File: src/rtl/focus_metric_af_if.sv
// Bundles the pixel stream, autofocus controls and result signals exchanged
// between the edge-filter pipeline and the focus-metric / autofocus block.
interface focus_metric_af_if #(
   parameter int POS_W = 4
);
   logic [7:0]       edge_mag;
   logic             pix_valid;
   logic             hs;
   logic             vs;
   logic             start;
   logic             af_enable;
   logic [31:0]      frame_metric;
   logic             metric_valid;
   logic [POS_W-1:0] lens_pos;
   logic [31:0]      best_metric;
   logic             af_busy;
   logic             af_done;

   // Upstream side: drives pixels and controls, observes results.
   modport master (
      output edge_mag, pix_valid, hs, vs, start, af_enable,
      input  frame_metric, metric_valid, lens_pos, best_metric, af_busy, af_done
   );

   // Focus block side.
   modport slave (
      input  edge_mag, pix_valid, hs, vs, start, af_enable,
      output frame_metric, metric_valid, lens_pos, best_metric, af_busy, af_done
   );
endinterface

File: src/rtl/focus_metric_af.sv
// Focus metric and full-sweep autofocus controller.
// Tracks pixel coordinates from the filtered VGA timing, sums thresholded
// Sobel magnitude inside a window once per frame, and steps the lens through
// every position, settling for a few frames before measuring each one, then
// parks the lens at the sharpest position found.
module focus_metric_af #(
   parameter int WIN_X0        = 200,
   parameter int WIN_Y0        = 120,
   parameter int WIN_W         = 400,
   parameter int WIN_H         = 240,
   parameter int THRESH        = 16,
   parameter int SETTLE_FRAMES = 2,
   parameter int POS_W         = 4,
   parameter int MAX_POS       = 15
) (
   input logic              VGA_CLK,
   input logic              reset,
   focus_metric_af_if.slave bus
);

   localparam int CNT_W = $clog2(SETTLE_FRAMES + 1) + 1;

   typedef enum logic [1:0] {IDLE, SETTLE, MEASURE, DONE} state_t;

   logic             hs_q, vs_q;
   logic [11:0]      x_q, x_d;
   logic [10:0]      y_q, y_d;
   logic             lineHad_q, lineHad_d;
   logic [31:0]      acc_q, acc_d;
   logic [31:0]      frameMetric_q;
   logic             metricValid_q;
   state_t           state_q;
   logic [POS_W-1:0] lensPos_q, bestPos_q;
   logic [31:0]      bestMetric_q;
   logic [CNT_W-1:0] settleCnt_q;
   logic             afBusy_q, afDone_q;

   logic             hsFall, vsFall, inWin, accept, better;
   logic [32:0]      accSum;
   logic [POS_W-1:0] newBestPos;

   // Next-state logic for the coordinate counters and the window accumulator.
   always_comb begin
      hsFall     = hs_q & ~bus.hs;
      vsFall     = vs_q & ~bus.vs;
      inWin      = ({20'd0, x_q} >= 32'(WIN_X0)) && ({20'd0, x_q} < 32'(WIN_X0 + WIN_W)) &&
                   ({21'd0, y_q} >= 32'(WIN_Y0)) && ({21'd0, y_q} < 32'(WIN_Y0 + WIN_H));
      accept     = bus.pix_valid & inWin & (bus.edge_mag >= 8'(THRESH)) & ~vsFall;
      accSum     = {1'b0, acc_q} + {25'd0, bus.edge_mag};
      better     = acc_q > bestMetric_q;
      newBestPos = better ? lensPos_q : bestPos_q;

      x_d = x_q;
      if (hsFall)
         x_d = 12'd0;
      else if (bus.pix_valid)
         x_d = x_q + 12'd1;

      lineHad_d = lineHad_q;
      if (hsFall)
         lineHad_d = 1'b0;
      else if (bus.pix_valid)
         lineHad_d = 1'b1;

      y_d = y_q;
      if (vsFall)
         y_d = 11'd0;
      else if (hsFall && lineHad_q)
         y_d = y_q + 11'd1;

      acc_d = acc_q;
      if (vsFall)
         acc_d = 32'd0;
      else if (accept)
         acc_d = accSum[32] ? 32'hFFFF_FFFF : accSum[31:0];
   end

   // Metric path: sync history, coordinates, accumulator and per-frame result.
   always_ff @(posedge VGA_CLK) begin
      if (reset) begin
         hs_q          <= 1'b0;
         vs_q          <= 1'b0;
         x_q           <= '0;
         y_q           <= '0;
         lineHad_q     <= 1'b0;
         acc_q         <= '0;
         frameMetric_q <= '0;
         metricValid_q <= 1'b0;
      end else begin
         hs_q          <= bus.hs;
         vs_q          <= bus.vs;
         x_q           <= x_d;
         y_q           <= y_d;
         lineHad_q     <= lineHad_d;
         acc_q         <= acc_d;
         metricValid_q <= vsFall;
         if (vsFall)
            frameMetric_q <= acc_q;
      end
   end

   // Autofocus sweep: settle after each lens move, measure, keep the best.
   always_ff @(posedge VGA_CLK) begin
      if (reset) begin
         state_q      <= IDLE;
         lensPos_q    <= '0;
         bestPos_q    <= '0;
         bestMetric_q <= '0;
         settleCnt_q  <= '0;
         afBusy_q     <= 1'b0;
         afDone_q     <= 1'b0;
      end else if (!bus.af_enable) begin
         state_q  <= IDLE;
         afBusy_q <= 1'b0;
         afDone_q <= 1'b0;
      end else begin
         case (state_q)
            IDLE, DONE: begin
               if (bus.start) begin
                  lensPos_q    <= '0;
                  bestPos_q    <= '0;
                  bestMetric_q <= '0;
                  settleCnt_q  <= '0;
                  state_q      <= SETTLE;
                  afBusy_q     <= 1'b1;
                  afDone_q     <= 1'b0;
               end
            end
            SETTLE: begin
               if (vsFall) begin
                  settleCnt_q <= settleCnt_q + 1'b1;
                  if (settleCnt_q == CNT_W'(SETTLE_FRAMES - 1))
                     state_q <= MEASURE;
               end
            end
            MEASURE: begin
               if (vsFall) begin
                  if (better) begin
                     bestMetric_q <= acc_q;
                     bestPos_q    <= lensPos_q;
                  end
                  if (lensPos_q == POS_W'(MAX_POS)) begin
                     lensPos_q <= newBestPos;
                     state_q   <= DONE;
                     afBusy_q  <= 1'b0;
                     afDone_q  <= 1'b1;
                  end else begin
                     lensPos_q   <= lensPos_q + 1'b1;
                     settleCnt_q <= '0;
                     state_q     <= SETTLE;
                  end
               end
            end
            default: state_q <= IDLE;
         endcase
      end
   end

   assign bus.frame_metric = frameMetric_q;
   assign bus.metric_valid = metricValid_q;
   assign bus.lens_pos     = lensPos_q;
   assign bus.best_metric  = bestMetric_q;
   assign bus.af_busy      = afBusy_q;
   assign bus.af_done      = afDone_q;

endmodule

File: src/flat_wrapper.sv
// flat-port wrapper written by rule: the top's interface ports become plain ports
module focus_metric_af_flat 
#(
   parameter int WIN_X0        = 200,
   parameter int WIN_Y0        = 120,
   parameter int WIN_W         = 400,
   parameter int WIN_H         = 240,
   parameter int THRESH        = 16,
   parameter int SETTLE_FRAMES = 2,
   parameter int POS_W         = 4,
   parameter int MAX_POS       = 15
)
  (VGA_CLK, reset, bus_edge_mag, bus_pix_valid, bus_hs, bus_vs, bus_start, bus_af_enable, bus_frame_metric, bus_metric_valid, bus_lens_pos, bus_best_metric, bus_af_busy, bus_af_done);
  focus_metric_af_if #(.POS_W(POS_W)) bus_i ();
  input logic VGA_CLK;
  input logic reset;
  input wire logic [$bits(bus_i.edge_mag)-1:0] bus_edge_mag;
  input wire logic [$bits(bus_i.pix_valid)-1:0] bus_pix_valid;
  input wire logic [$bits(bus_i.hs)-1:0] bus_hs;
  input wire logic [$bits(bus_i.vs)-1:0] bus_vs;
  input wire logic [$bits(bus_i.start)-1:0] bus_start;
  input wire logic [$bits(bus_i.af_enable)-1:0] bus_af_enable;
  output wire logic [$bits(bus_i.frame_metric)-1:0] bus_frame_metric;
  output wire logic [$bits(bus_i.metric_valid)-1:0] bus_metric_valid;
  output wire logic [$bits(bus_i.lens_pos)-1:0] bus_lens_pos;
  output wire logic [$bits(bus_i.best_metric)-1:0] bus_best_metric;
  output wire logic [$bits(bus_i.af_busy)-1:0] bus_af_busy;
  output wire logic [$bits(bus_i.af_done)-1:0] bus_af_done;
  assign bus_i.edge_mag = bus_edge_mag;
  assign bus_i.pix_valid = bus_pix_valid;
  assign bus_i.hs = bus_hs;
  assign bus_i.vs = bus_vs;
  assign bus_i.start = bus_start;
  assign bus_i.af_enable = bus_af_enable;
  assign bus_frame_metric = bus_i.frame_metric;
  assign bus_metric_valid = bus_i.metric_valid;
  assign bus_lens_pos = bus_i.lens_pos;
  assign bus_best_metric = bus_i.best_metric;
  assign bus_af_busy = bus_i.af_busy;
  assign bus_af_done = bus_i.af_done;
  focus_metric_af #(.WIN_X0(WIN_X0), .WIN_Y0(WIN_Y0), .WIN_W(WIN_W), .WIN_H(WIN_H), .THRESH(THRESH), .SETTLE_FRAMES(SETTLE_FRAMES), .POS_W(POS_W), .MAX_POS(MAX_POS)) u_core (.VGA_CLK(VGA_CLK), .reset(reset), .bus(bus_i));
endmodule
File: config.mk
export PLATFORM = sky130hd
export DESIGN_NAME = focus_metric_af_flat
export DESIGN_NICKNAME = d
export VERILOG_FILES = /design/src/rtl/focus_metric_af_if.sv /design/src/rtl/focus_metric_af.sv /design/src/flat_wrapper.sv
export SDC_FILE = /design/constraint.sdc
export NUM_CORES = 1
export LEC_CHECK = 0
export CAP_MARGIN = 20
export CELL_PAD_IN_SITES_DETAIL_PLACEMENT = 0
export CELL_PAD_IN_SITES_GLOBAL_PLACEMENT = 2
export CORE_MARGIN = 4
export CORE_UTILIZATION = 31
export CTS_CLUSTER_DIAMETER = 80
export CTS_CLUSTER_SIZE = 20
export DETAILED_ROUTE_END_ITERATION = 7
export PLACE_DENSITY_LB_ADDON = 0.1
export SETUP_SLACK_MARGIN = 0.02
export SLEW_MARGIN = 25
export SYNTH_ARGS = -nofsm -noshare
export SYNTH_HDL_FRONTEND = slang
export SYNTH_SLANG_ARGS = --single-unit
File: constraint.sdc
create_clock -name VGA_CLK -period 2.8 [get_ports VGA_CLK]
set_input_delay 0.7 -clock VGA_CLK [delete_from_list [all_inputs] [get_ports VGA_CLK]]
set_output_delay 0.7 -clock VGA_CLK [all_outputs]
set_load 0.05 [all_outputs]
# Word-level counts from Yosys, hierarchy flattened
# Cells that the tools add are included.
# Widths: inputs -> output; s select.
# word_totals
regBits	138
out_inout_bits	71
wordCells	93
# op_classes
add_sub_neg	5
magnitude_cmp	6
eq_ne	12
n_mux	31
n_bitwise	9
reduce_logical	15
# ops
cell	n
$mux 32	4
$pmux 32 s2	1
$add 32x8->33	1
$gt 32x32->1	1
$mux 4	5
$pmux 4 s2	2
$add 12x1->12 const B	1
$ge 12x8->1 const B	1
$lt 12x10->1 const B	1
$mux 3	4
$reduce_and 4->1	3
$add 11x1->11 const B	1
$ge 11x7->1 const B	1
$lt 11x9->1 const B	1
$mux 2	5
$ne 2x1->1 const B	5
$reduce_and 5->1	2
$pmux 3 s3	1
$ge 8x5->1 const B	1
$reduce_or 2->1	4
$mux 1	6
$pmux 2 s3	1
$and 1x1->1	5
$add 4x1->4 const B	1
11 further kinds	20

# Longest topological paths before layout
# logic_depth
depth_word	7
mapped_depth	11
depth_no_buf	9

# Worst setup path after synthesis
# Ideal clock, no wire load.
# synth_path
path_type	input to register
startpoint	in bus_edge_mag[0]
endpoint	reg u_core.acc_q[21]
t_arrival_ns	2.523
t_required_ns	2.663
setup_slack_ns	0.140
stages	11
cell_sequence	ha_1 > inv_1 > fa_1 > nor2b_1 > o31a_1 > o31a_1 > buf_2 > o2111ai_1 > buf_2 > buf_2 > a31oi_1
# synth_via
elab_chain_cells	3
word_cells_on_any_way	5
cone_classes	add/sub (1); order compare (1); mux (1); bitwise (2)
# synth_lines
element	line_no	text
start: declaration	flat_wrapper.sv:17	input wire logic [$bits(bus_i.edge_mag)-1:0] bus_edge_mag;
parallel branches: the longest is 3 deep, another holds $add 32x8->33	--	
end signal: assignment	focus_metric_af.sv:86	acc_q <= '0;
end signal: assignment	focus_metric_af.sv:95	acc_q <= acc_d;
end: declaration	focus_metric_af.sv:29	logic [31:0] acc_q, acc_d;
# Parallel ways; which one is timed is not known.
# A chain may end at the register's enable or synchronous reset.

# Worst setup path in the final report
# layout_path
startpoint	in bus_edge_mag[2]
endpoint	reg u_core.acc_q[7]
# Same word-level chain as after synthesis.

==> metrics.md <==
| Metric | Value |
|---|---|
| Number of cells on the worst hold path | `2` |
| Final weighted congestion in routability-driven placement | `0.847` |
| Placed instance area | `8600 µm²` |
| CTS H-tree lvls | `4` |
| Final instance area | `9250 µm²` |
| Routed Wire Length | `19900 µm` |
| Slack of the worst reg-to-reg path | `0.16 ns` |
| Ratio of routed vias to standard cells | `5.16` |
| Lkg Pwr | `3.57 nW` |
| Worst Path Arrival | `3.05 ns` |
| Antenna violations before repair | `0` |
| Simple-gate share of the synthesized area | `0.199` |
| Kind of start point of the critical path | `input port` |
| Clock sink count | `138` |
| Number of buffers between clock root and the deepest sink | `2` |
| Sum of net half-perimeters after detailed placement | `15200 µm` |
| Final worst path period need | `2.74 ns` |
| Worst hold slack across all endpoints | `0.454 ns` |
| Horiz. Die Dim | `158 µm` |
| Area fraction in compound gates after synthesis | `0.223` |
| Clock transition time at the flip-flop clock pins of the worst setup and hold paths | `0.06 ns` |
| Height of the chip | `158 µm` |
| Critical path capture point type | `flip-flop` |
| Total number of vias | `6371` |
| Worst Hold Endpoint | `u_core.bus.frame_metric[12]` |
| Number of primary I/O pins | `86` |
| Final period util | `0.979` |
| Input/output buffers | `85` |
| Final setup violation count | `0` |
| Share of synthesized cell area in full adder, half adder and majority cells | `0.0928` |
| Combinational family with the most area after synthesis | `compound AO/OA/AOI/OAI gates` |
| Largest fanout on the critical path | `8` |
| Detailed router's first-iteration violation count | `209` |
| Global-route wire length before repair | `32300 µm` |
| Kind of path behind the tightest hold check | `flip-flop to flip-flop` |
| Number of detailed-route iterations in the first pass | `4` |
| Category of the critical setup timing path | `input port to flip-flop` |
| Portion of netlist area occupied by mux cells | `0.00144` |
| GRT overflow | `0` |
| Total count of hold-check failures in the final report | `0` |
| Number of unique standard cell types used by synthesis | `66` |
| Actual transition at the worst max-transition pin | `0.537 ns` |
| Num CTS Buffers | `17` |
| Worst-Skew Late Latency | `0.42 ns` |
| Run status | `completed` |
| Hold Buf Count CTS | `0` |
| Total global-route track usage | `0.162` |
| Number of warnings reported in the yosys synthesis log | `0` |
| Leading cell types in the layout, fill and taps excluded | `sky130_fd_sc_hd__dfxtp_1 (138), sky130_fd_sc_hd__nand2_1 (96), sky130_fd_sc_hd__clkdlybuf4s50_1 (83), sky130_fd_sc_hd__a21oi_1 (75), sky130_fd_sc_hd__buf_4 (74)` |
| Residual DRC count | `0` |
| Count of flip-flops with a built-in enable after synthesis | `0` |
| Via count of the first global-routing pass | `6274` |
| Launch point of the critical path | `bus_edge_mag[2]` |
| Post-route clock skew | `0.00900 ns` |
| RSZ-0062 raised after global routing | `false` |
| Worst Path Required | `3.11 ns` |
| Fmax | `0.365 GHz` |
| Startpoint of the tightest hold check path | `u_core.bus.frame_metric[12]` |
| Fraction of layout cells with a size suffix above 1 | `0.159` |
| Routed length per instance | `16.1 µm` |
| Area of the die | `24900 µm²` |
| Pwr/cell area | `474 nW/µm²` |
| Final antenna-violating net count | `0` |
| Headroom to the max-slew limit | `0.641` |
| Depth of the most critical reg-to-reg path | `10` |
| Cell at the root of the clock tree | `sky130_fd_sc_hd__clkbuf_16` |
| Share of the synthesized netlist area taken by xor and xnor gates | `0.0290` |
| Cells after synthesis | `798` |
| Relative area change from synthesis to final layout | `32.9%` |
| Leading cell type in the layout, fill and taps excluded | `sky130_fd_sc_hd__dfxtp_1` |
| Final net count | `1008` |
| Pin count of the biggest net entering global routing | `36` |
| Maximum ir drop on the vdd rail | `0.377 mV` |
| FP Rows | `54` |
| Primary flip-flop cell chosen by synthesis mapping | `sky130_fd_sc_hd__dfxtp_1` |
| Cell area after synthesis | `6960 µm²` |
| Average footprint of a synthesized cell | `8.72 µm²` |
| CTS tree | `built` |
| Pins Over Slew Limit | `0` |
| Endpoint of the lowest-slack register-to-register path | `u_core.bus.lens_pos[0]` |
| Startpoint of the worst-slack reg-to-reg timing path | `u_core.bus.best_metric[25]` |
| Share of synthesized flip-flops with an asynchronous set or reset | `0` |
| Starting density of the core | `0.317` |
| Ant. Diodes | `0` |
| Part of the Yosys area used for sequential elements | `0.397` |
| Post-synthesis net count | `864` |
| Synthesis-stage register bit count | `138` |
| Total core area | `22000 µm²` |
| Number of max-cap violations | `0` |
[sequential cells by signal, summed over array words and instances, names as in the netlist, 3 cells and up]
name                     count
u_core.bus.best_metric      32
u_core.x_q                  12
u_core.settleCnt_q           3
u_core.bus.lens_pos          4
u_core.acc_q                32
u_core.bestPos_q             4
u_core.y_q                  11
u_core.bus.frame_metric     32
[cell usage after synthesis, drive strengths merged (2+ instances only)]
cell type	n	area, µm²
a211oi	8	60.1
buf	21	125
xor2	16	140
o31ai	5	37.5
nand3	20	113
nor2b	5	31.3
ha	50	626
dfxtp	138	2760
o211a	4	40.0
xnor2	7	61.3
a22oi	3	22.5
a221oi	3	26.3
a21o	4	30.0
a21oi	75	375
o221ai	2	17.5
nor3	17	121
nand4	22	144
or2	5	31.3
a2111o	2	22.5
nor4	7	65.1
clkbuf	18	68.8
a2111oi	2	42.5
and4	6	55.1
o2111ai	7	67.6
and3	12	75.1
nand2b	9	56.3
o211ai	3	22.5
or3	16	100
o2111a	3	35.0
a22o	35	307
o21a	4	30.0
a31o	3	26.3
o221a	6	67.6
and2	5	31.3
a41oi	2	17.5
nand2	97	364
a31oi	16	106
inv	54	203
o21ai	28	140
o31a	3	26.3
nor2	46	173
[how the worst max path moves through the flow]
stage,slack [ns],depth (start not counted),end
floorplan,0.14,11,u_core.acc_q[21]
global placement,-0.32,11,u_core.acc_q[20]
detailed placement,-0.37,8,u_core.acc_q[31]
CTS,0.03,8,u_core.acc_q[25]
global route,0.02,8,u_core.acc_q[25]
finish,0.06,9,u_core.acc_q[7]
[logic make-up (layout without fill, tap and decap cells)]
family | after synthesis | in the layout
XOR/XNOR | 23 | 23
buffers and inverters | 93 | 249
adder cells (fa/ha/maj) | 51 | 51
AND/OR/NAND/NOR | 270 | 270
AO/OA/AOI/OAI | 222 | 222
flip-flops | 138 | 138
multiplexers | 1 | 1
[repair_timing]
action                     in CTS  in global routing
setup endpoints to repair       0                 57
hold endpoints to repair        0                  0
gates resized for setup         0                 15
buffers inserted                0                  1
[power by group]
group	total [mW]	switching, mW	internal [mW]
sequential	1.98	0.00747	1.97
clock	2.19	0.865	1.33
combinational	0.205	0.125	0.0803
total	4.38	0.997	3.38
[through the flow]
stage / TNS (ns) / util / worst slack (ns) / instances / power (mW)
final: 0 / 0.421 / 0.0594 / 1234 / 4.38
after global routing: 0 / 0.421 / 0.0244 / 1234 / 4.57
after CTS: 0 / 0.418 / 0.0341 / 1233 / 4.45
after detailed placement: -8.91 / 0.392 / -0.366 / 1202 / 2.23
after global placement: -8.46 / 0.392 / -0.323 / 1202 / 2.23
after floorplan: 0 / - / 0.140 / 798 / 2.14
[routing by layer]
layer  track usage  routed length [µm]
met1         0.211                9380
met2         0.268                9470
met3        0.0273                 596
met4        0.0627                 461
met5             0                   0
[layout make-up]
cell class	count	area [µm²]
clock buffer	20	447
clock inverter	11	123
fill	2129	12700
inverter	54	203
multi-input combinational	567	3870
sequential	138	2760
tap	280	350
timing repair buffer	164	1500
[worst max-delay path: stages]
cell	delay, ns
sky130_fd_sc_hd__clkdlybuf4s50_1	0.41
sky130_fd_sc_hd__ha_1	0.33
sky130_fd_sc_hd__nor2b_2	0.17
sky130_fd_sc_hd__o31a_1	0.31
sky130_fd_sc_hd__o31a_1	0.34
sky130_fd_sc_hd__buf_6	0.15
sky130_fd_sc_hd__o211ai_1	0.24
sky130_fd_sc_hd__nand2_2	0.14
sky130_fd_sc_hd__o221a_2	0.26
Power figures use the tool's default switching activity.
